**config.mk**
```make
export PLATFORM = sky130hd
export DESIGN_NAME = credit_vc_rx_buffer
export DESIGN_NICKNAME = d
export VERILOG_FILES = /design/src/rtl/credit_vc_rx_buffer.sv
export SDC_FILE = /design/constraint.sdc
export NUM_CORES = 1
export LEC_CHECK = 0
export CORE_ASPECT_RATIO = 0.7
export CORE_UTILIZATION = 55
export CTS_BUF_LIST = sky130_fd_sc_hd__clkbuf_2 sky130_fd_sc_hd__clkbuf_4 sky130_fd_sc_hd__clkbuf_8
export DETAILED_ROUTE_END_ITERATION = 8
export PLACE_DENSITY = 0.75
export SLEW_MARGIN = 20
export SYNTH_ARGS = -nofsm -noshare
export SYNTH_HDL_FRONTEND = slang
export SYNTH_SLANG_ARGS = --single-unit
export TNS_END_PERCENT = 30
```
**constraint.sdc**
```tcl
create_clock -name i_clk -period 4.75 [get_ports i_clk]
set_input_delay 0.95 -clock i_clk [delete_from_list [all_inputs] [get_ports i_clk]]
set_output_delay 0.95 -clock i_clk [all_outputs]
set_load 0.005 [all_outputs]
```
**src/rtl/credit_vc_rx_buffer.sv**
```systemverilog
// credit_vc_rx_buffer: per-VC show-ahead flit FIFOs with one credit per pop.
// Define CREDIT_RX_REG_GNT_EN to drive o_vc_credit_gnt from a flop.
module credit_vc_rx_buffer #(
  parameter int VC_W   = 2,
  parameter int DEPTH  = 8,
  parameter int DATA_W = 32
) (
  input  logic                                i_clk,
  input  logic                                i_rst_n,
  input  logic                                i_flit_valid,
  input  logic [VC_W-1:0]                     i_flit_vc,
  input  logic [DATA_W-1:0]                   i_flit_data,
  output logic [VC_W-1:0]                     o_vc_credit_gnt,
  output logic [VC_W-1:0]                     o_vc_valid,
  output logic [VC_W-1:0][DATA_W-1:0]         o_vc_data,
  input  logic [VC_W-1:0]                     i_vc_ready,
  output logic [VC_W-1:0][$clog2(DEPTH)-1:0]  o_occupancy,
  output logic                                o_overflow
);

  localparam int CW = $clog2(DEPTH);
  localparam int PW = $clog2(DEPTH-1);
  localparam logic [CW-1:0] FULL = CW'(DEPTH-1);
  localparam logic [PW-1:0] LAST = PW'(DEPTH-2);

  logic [VC_W-1:0][CW-1:0] cnt;
  logic [VC_W-1:0][PW-1:0] wr_ptr;
  logic [VC_W-1:0][PW-1:0] rd_ptr;
  logic [DATA_W-1:0]       mem [VC_W][DEPTH-1];

  logic            flit_ok;
  logic            drop;
  logic [VC_W-1:0] hit;
  logic [VC_W-1:0] full;
  logic [VC_W-1:0] push;
  logic [VC_W-1:0] pop;

  // Pointers wrap explicitly so DEPTH-1 need not be a power of two.
  function automatic logic [PW-1:0] bump(input logic [PW-1:0] p);
    return (p == LAST) ? '0 : p + 1'b1;
  endfunction

  // A malformed VC select writes nothing.
  assign flit_ok = i_flit_valid & $onehot(i_flit_vc);

  // Per-VC push/pop decode and show-ahead head outputs.
  always_comb begin
    drop        = 1'b0;
    hit         = '0;
    full        = '0;
    push        = '0;
    pop         = '0;
    o_vc_valid  = '0;
    o_vc_data   = '0;
    o_occupancy = '0;
    for (int v = 0; v < VC_W; v++) begin
      full[v]        = (cnt[v] == FULL);
      hit[v]         = flit_ok & i_flit_vc[v];
      push[v]        = hit[v] & ~full[v];
      o_vc_valid[v]  = (cnt[v] != '0);
      pop[v]         = o_vc_valid[v] & i_vc_ready[v];
      drop           = drop | (hit[v] & full[v]);
      o_vc_data[v]   = mem[v][rd_ptr[v]];
      o_occupancy[v] = cnt[v];
    end
  end

  // Counts, pointers and sticky overflow.
  always_ff @(posedge i_clk or negedge i_rst_n) begin
    if (!i_rst_n) begin
      cnt        <= '0;
      wr_ptr     <= '0;
      rd_ptr     <= '0;
      o_overflow <= 1'b0;
    end else begin
      if (drop) o_overflow <= 1'b1;
      for (int v = 0; v < VC_W; v++) begin
        if (push[v]) wr_ptr[v] <= bump(wr_ptr[v]);
        if (pop[v])  rd_ptr[v] <= bump(rd_ptr[v]);
        unique case ({push[v], pop[v]})
          2'b10:   cnt[v] <= cnt[v] + 1'b1;
          2'b01:   cnt[v] <= cnt[v] - 1'b1;
          default: cnt[v] <= cnt[v];
        endcase
      end
    end
  end

  // Flit storage, not reset.
  always_ff @(posedge i_clk) begin
    for (int v = 0; v < VC_W; v++)
      if (push[v]) mem[v][wr_ptr[v]] <= i_flit_data;
  end

`ifdef CREDIT_RX_REG_GNT_EN
  // Credit returned one cycle after the pop to cut the consumer->TX path.
  always_ff @(posedge i_clk or negedge i_rst_n) begin
    if (!i_rst_n) o_vc_credit_gnt <= '0;
    else          o_vc_credit_gnt <= pop;
  end
`else
  assign o_vc_credit_gnt = pop;
`endif

  a_vc_onehot: assert property (
    @(posedge i_clk) disable iff (!i_rst_n)
    i_flit_valid |-> $onehot(i_flit_vc));

endmodule

```
==> metrics.md <==
| Metric | Value |
|---|---|
| Status | complete, no violations |
| Global-route track usage on met2 | 36.7% |
| Minimum clock period | 4.25 ns |
| Gr busiest metal | met2 |
| Top cell type's share of synthesized area | 72.5% |
| Critical path peak fanout | 43 |
| RD Place Congestion | 0.773 |
| WHS | 0.298 ns |
| Clock Latency Late Sink | 0.61 ns |
| Total of warnings raised by yosys | 0 |
| Synth Flop Type | edfxtp_1 |
| Chip width | 222 um |
| First-pass GRT wire length | 60300 um |
| DP Area | 20100 um^2 |
| Post_cts resized | 0 |
| Ports | 114 |
| Critical Path Start Type | flop |
| # setup viols final | 0 |
| Mean post-synth cell area | 17.3 um^2 |
| GRT met1 Usage | 33.8% |
| P_leak | 0.00756 uW |
| DRT antenna net count | 0 |
| DRT iter0 DRCs | 773 |
| Post-synth cell types | 46 |
| Hold WC Path Type | input port to async pin |
| Core area | 32800 um^2 |
| Synth top area cells | edfxtp_1 72%, mux2i_1 10%, a22o_1 2.9% |
| Number of flops mapped to enable cells by yosys | 448 |
| Met3 Track Usage GR | 5.89% |
| TritonCTS clock tree | done |
| Root Driver | clkbuf_8 |
| Detail Placement HPWL | 23600 um |
| Mapped cell area | 18600 um^2 |
| Design area | 21500 um^2 |
| Crit. End Element | primary output |
| VDD IR-drop max | 0.000400 V |
| Num rows | 55 |
| Clock tree buffer depth | 3 |
| Number of clock sinks | 467 |
| Worst-path clk slew | 0.07 ns |
| Number of global-route vias before repair | 10000 |
| Slew HR | 22.3% |
| Cts hold-fix bufs | 0 |
| Die area | 34500 um^2 |
| Post-route clock period utilization | 89.5% |
| Largest area contributor in the netlist | edfxtp_1 |
| WS Path Type | flop to primary output |
| Top-count cell post-synth | edfxtp_1 |
| Synthesis-stage register bit count | 467 |
| Vias post-DR | 9969 |
| CP Data Required Time | 3.80 ns |
| Wirelength per Cell | 23.7 um |
| Syn Inst Count | 1071 |
| Floorplan die height | 156 um |
| Skew final | 0.0179 ns |
| NumNets Final | 1272 |
| Unrepaired setup endpoints after global routing | false |
| Synth top cells by count | 448 x edfxtp_1, 192 x mux2i_1, 68 x nand2_1 |
| Number of detailed-routing iterations run before antenna repair | 5 |
| Post-CTS setup buffers | 0 |
| Power Density | 575 nW/um^2 |
| All-Layer GR Usage | 23.7% |
| Fmax | 0.235 GHz |
| Via/cell ratio | 5.83 |
| Area grow syn2layout | 15.6% |
| Final-report hold violation count | 0 |
| Fraction of registers with async set/reset | 4.07% |
| Initial core utilization | 56.7% |
| Final wirelength | 40400 um |
| Sequential share of the synthesized area | 75.0% |
| H-tree levels | 3 |
| Least-Margin Pin Slew | 1.16 ns |
| Initial antenna violation count | 0 |
| Max-Cap Viols | 0 |
| Slew Limit Fails | 0 |
| Largest net degree at the start of global routing | 58 |
| Arr. time, crit path | 3.30 ns |
| Number of port buffers | 113 |
| Total gr overflow | 0 |
| Share of cells above drive strength 1 | 17.7% |
| CTS Buf Count | 68 |
| Mapped Nets | 1114 |
| DRC viols | 0 |
-- logic make-up (layout without fill, tap and decap cells) --
| logic type | after synthesis | after routing | share of synthesized area, % |
|---|---|---|---|
| DFF | 467 | 467 | 75.0 |
| muxes | 200 | 200 | 10.8 |
| and+or+nand+nor | 178 | 178 | 4.95 |
| AOI/OAI and AO/OA | 147 | 147 | 5.83 |
| buffers and inverters | 69 | 279 | 2.72 |
| xor gates and xnor gates | 6 | 6 | 0.283 |
| adders and majority gates | 4 | 4 | 0.350 |
| other | 0 | 1 | 0 |
-- worst paths after layout --
path / start / to / slack (ns) / cells past startpoint
max: rd_ptr[0] / o_vc_data[26] / 0.50 / 6
max in group asynchronous: i_rst_n / rd_ptr[1] / 4.05 / 1
min reg2reg: o_overflow / o_overflow / 0.49 / 1
min in group i_clk: o_overflow / o_overflow / 0.49 / 1
min: i_rst_n / rd_ptr[4] / 0.30 / 1
max reg2reg: o_occupancy[1] / mem[0][103] / 2.50 / 4
-- flip-flops by register name (all words and copies together) (netlist names) --
name and cells:
wr_ptr 6, o_occupancy 6, mem 448, rd_ptr 6, o_overflow 1
-- per-layer routing --
| layer | part of all wire (%) | up-vias |
|---|---|---|
| li1 | - | 4500 |
| met1 | 45 | 5071 |
| met2 | 46 | 343 |
| met3 | 7.3 | 55 |
| met4 | 1.7 | 0 |
| met5 | 0 | - |
-- cell type report --
class / instances / area [um^2]
flip-flops and latches: 467 / 13900
fillers: 2271 / 11300
multi-input cells: 535 / 4230
repair buffers: 149 / 1410
clock buffers: 94 / 1140
well taps: 427 / 534
clock inverters: 28 / 163
inverters: 8 / 30.0
diodes: 1 / 2.50
-- cells in the final DEF, fill, tap and decap left out, types with 4 or more instances in the layout --
| cell | n |
|---|---|
| nand2_1 | 68 |
| clkbuf_4 | 24 |
| or2_2 | 54 |
| nor3_2 | 6 |
| clkinvlp_4 | 4 |
| nor2_4 | 5 |
| mux2i_1 | 192 |
| nor2_1 | 5 |
| xor2_1 | 4 |
| a21oi_1 | 9 |
| o21ai_0 | 4 |
| a22o_1 | 62 |
| nand3_1 | 4 |
| nand2b_1 | 4 |
| dfrtp_1 | 15 |
| or2_1 | 6 |
| a31oi_1 | 62 |
| mux2_2 | 8 |
| clkinv_1 | 16 |
| inv_1 | 8 |
| buf_4 | 35 |
| nor2b_1 | 7 |
| edfxtp_1 | 448 |
| clkbuf_8 | 70 |
| clkdlybuf4s50_1 | 112 |
| clkinv_2 | 5 |
-- worst max-delay path: stages, from the launching register on --
cell and delay, ns:
dfrtp_2 0.63, buf_4 0.56, nor2b_2 0.28, buf_4 0.28, nand2_1 0.08, a31oi_1 0.26
clkdlybuf4s50_1 0.55
-- metrics by stage --
| step | util (%) | total power, uW | TNS [ns] | setup WS (ns) | cells |
|---|---|---|---|---|---|
| after floorplan | - | 7620 | -4.93 | -0.154 | 1071 |
| after global placement | 61.5 | 9250 | 0 | 1.22 | 1586 |
| after detailed placement | 61.5 | 9310 | 0 | 1.20 | 1586 |
| after CTS | 65.5 | 12400 | 0 | 0.521 | 1708 |
| after global routing | 65.5 | 12900 | 0 | 0.336 | 1708 |
| final | 65.5 | 12300 | 0 | 0.497 | 1709 |
-- power by group --
part	total [uW]	switching (uW)	internal (uW)
clock	3110	1490	1620
sequential	5090	331	4760
combinational	4130	2030	2110
(Power assumes the default switching activity.)
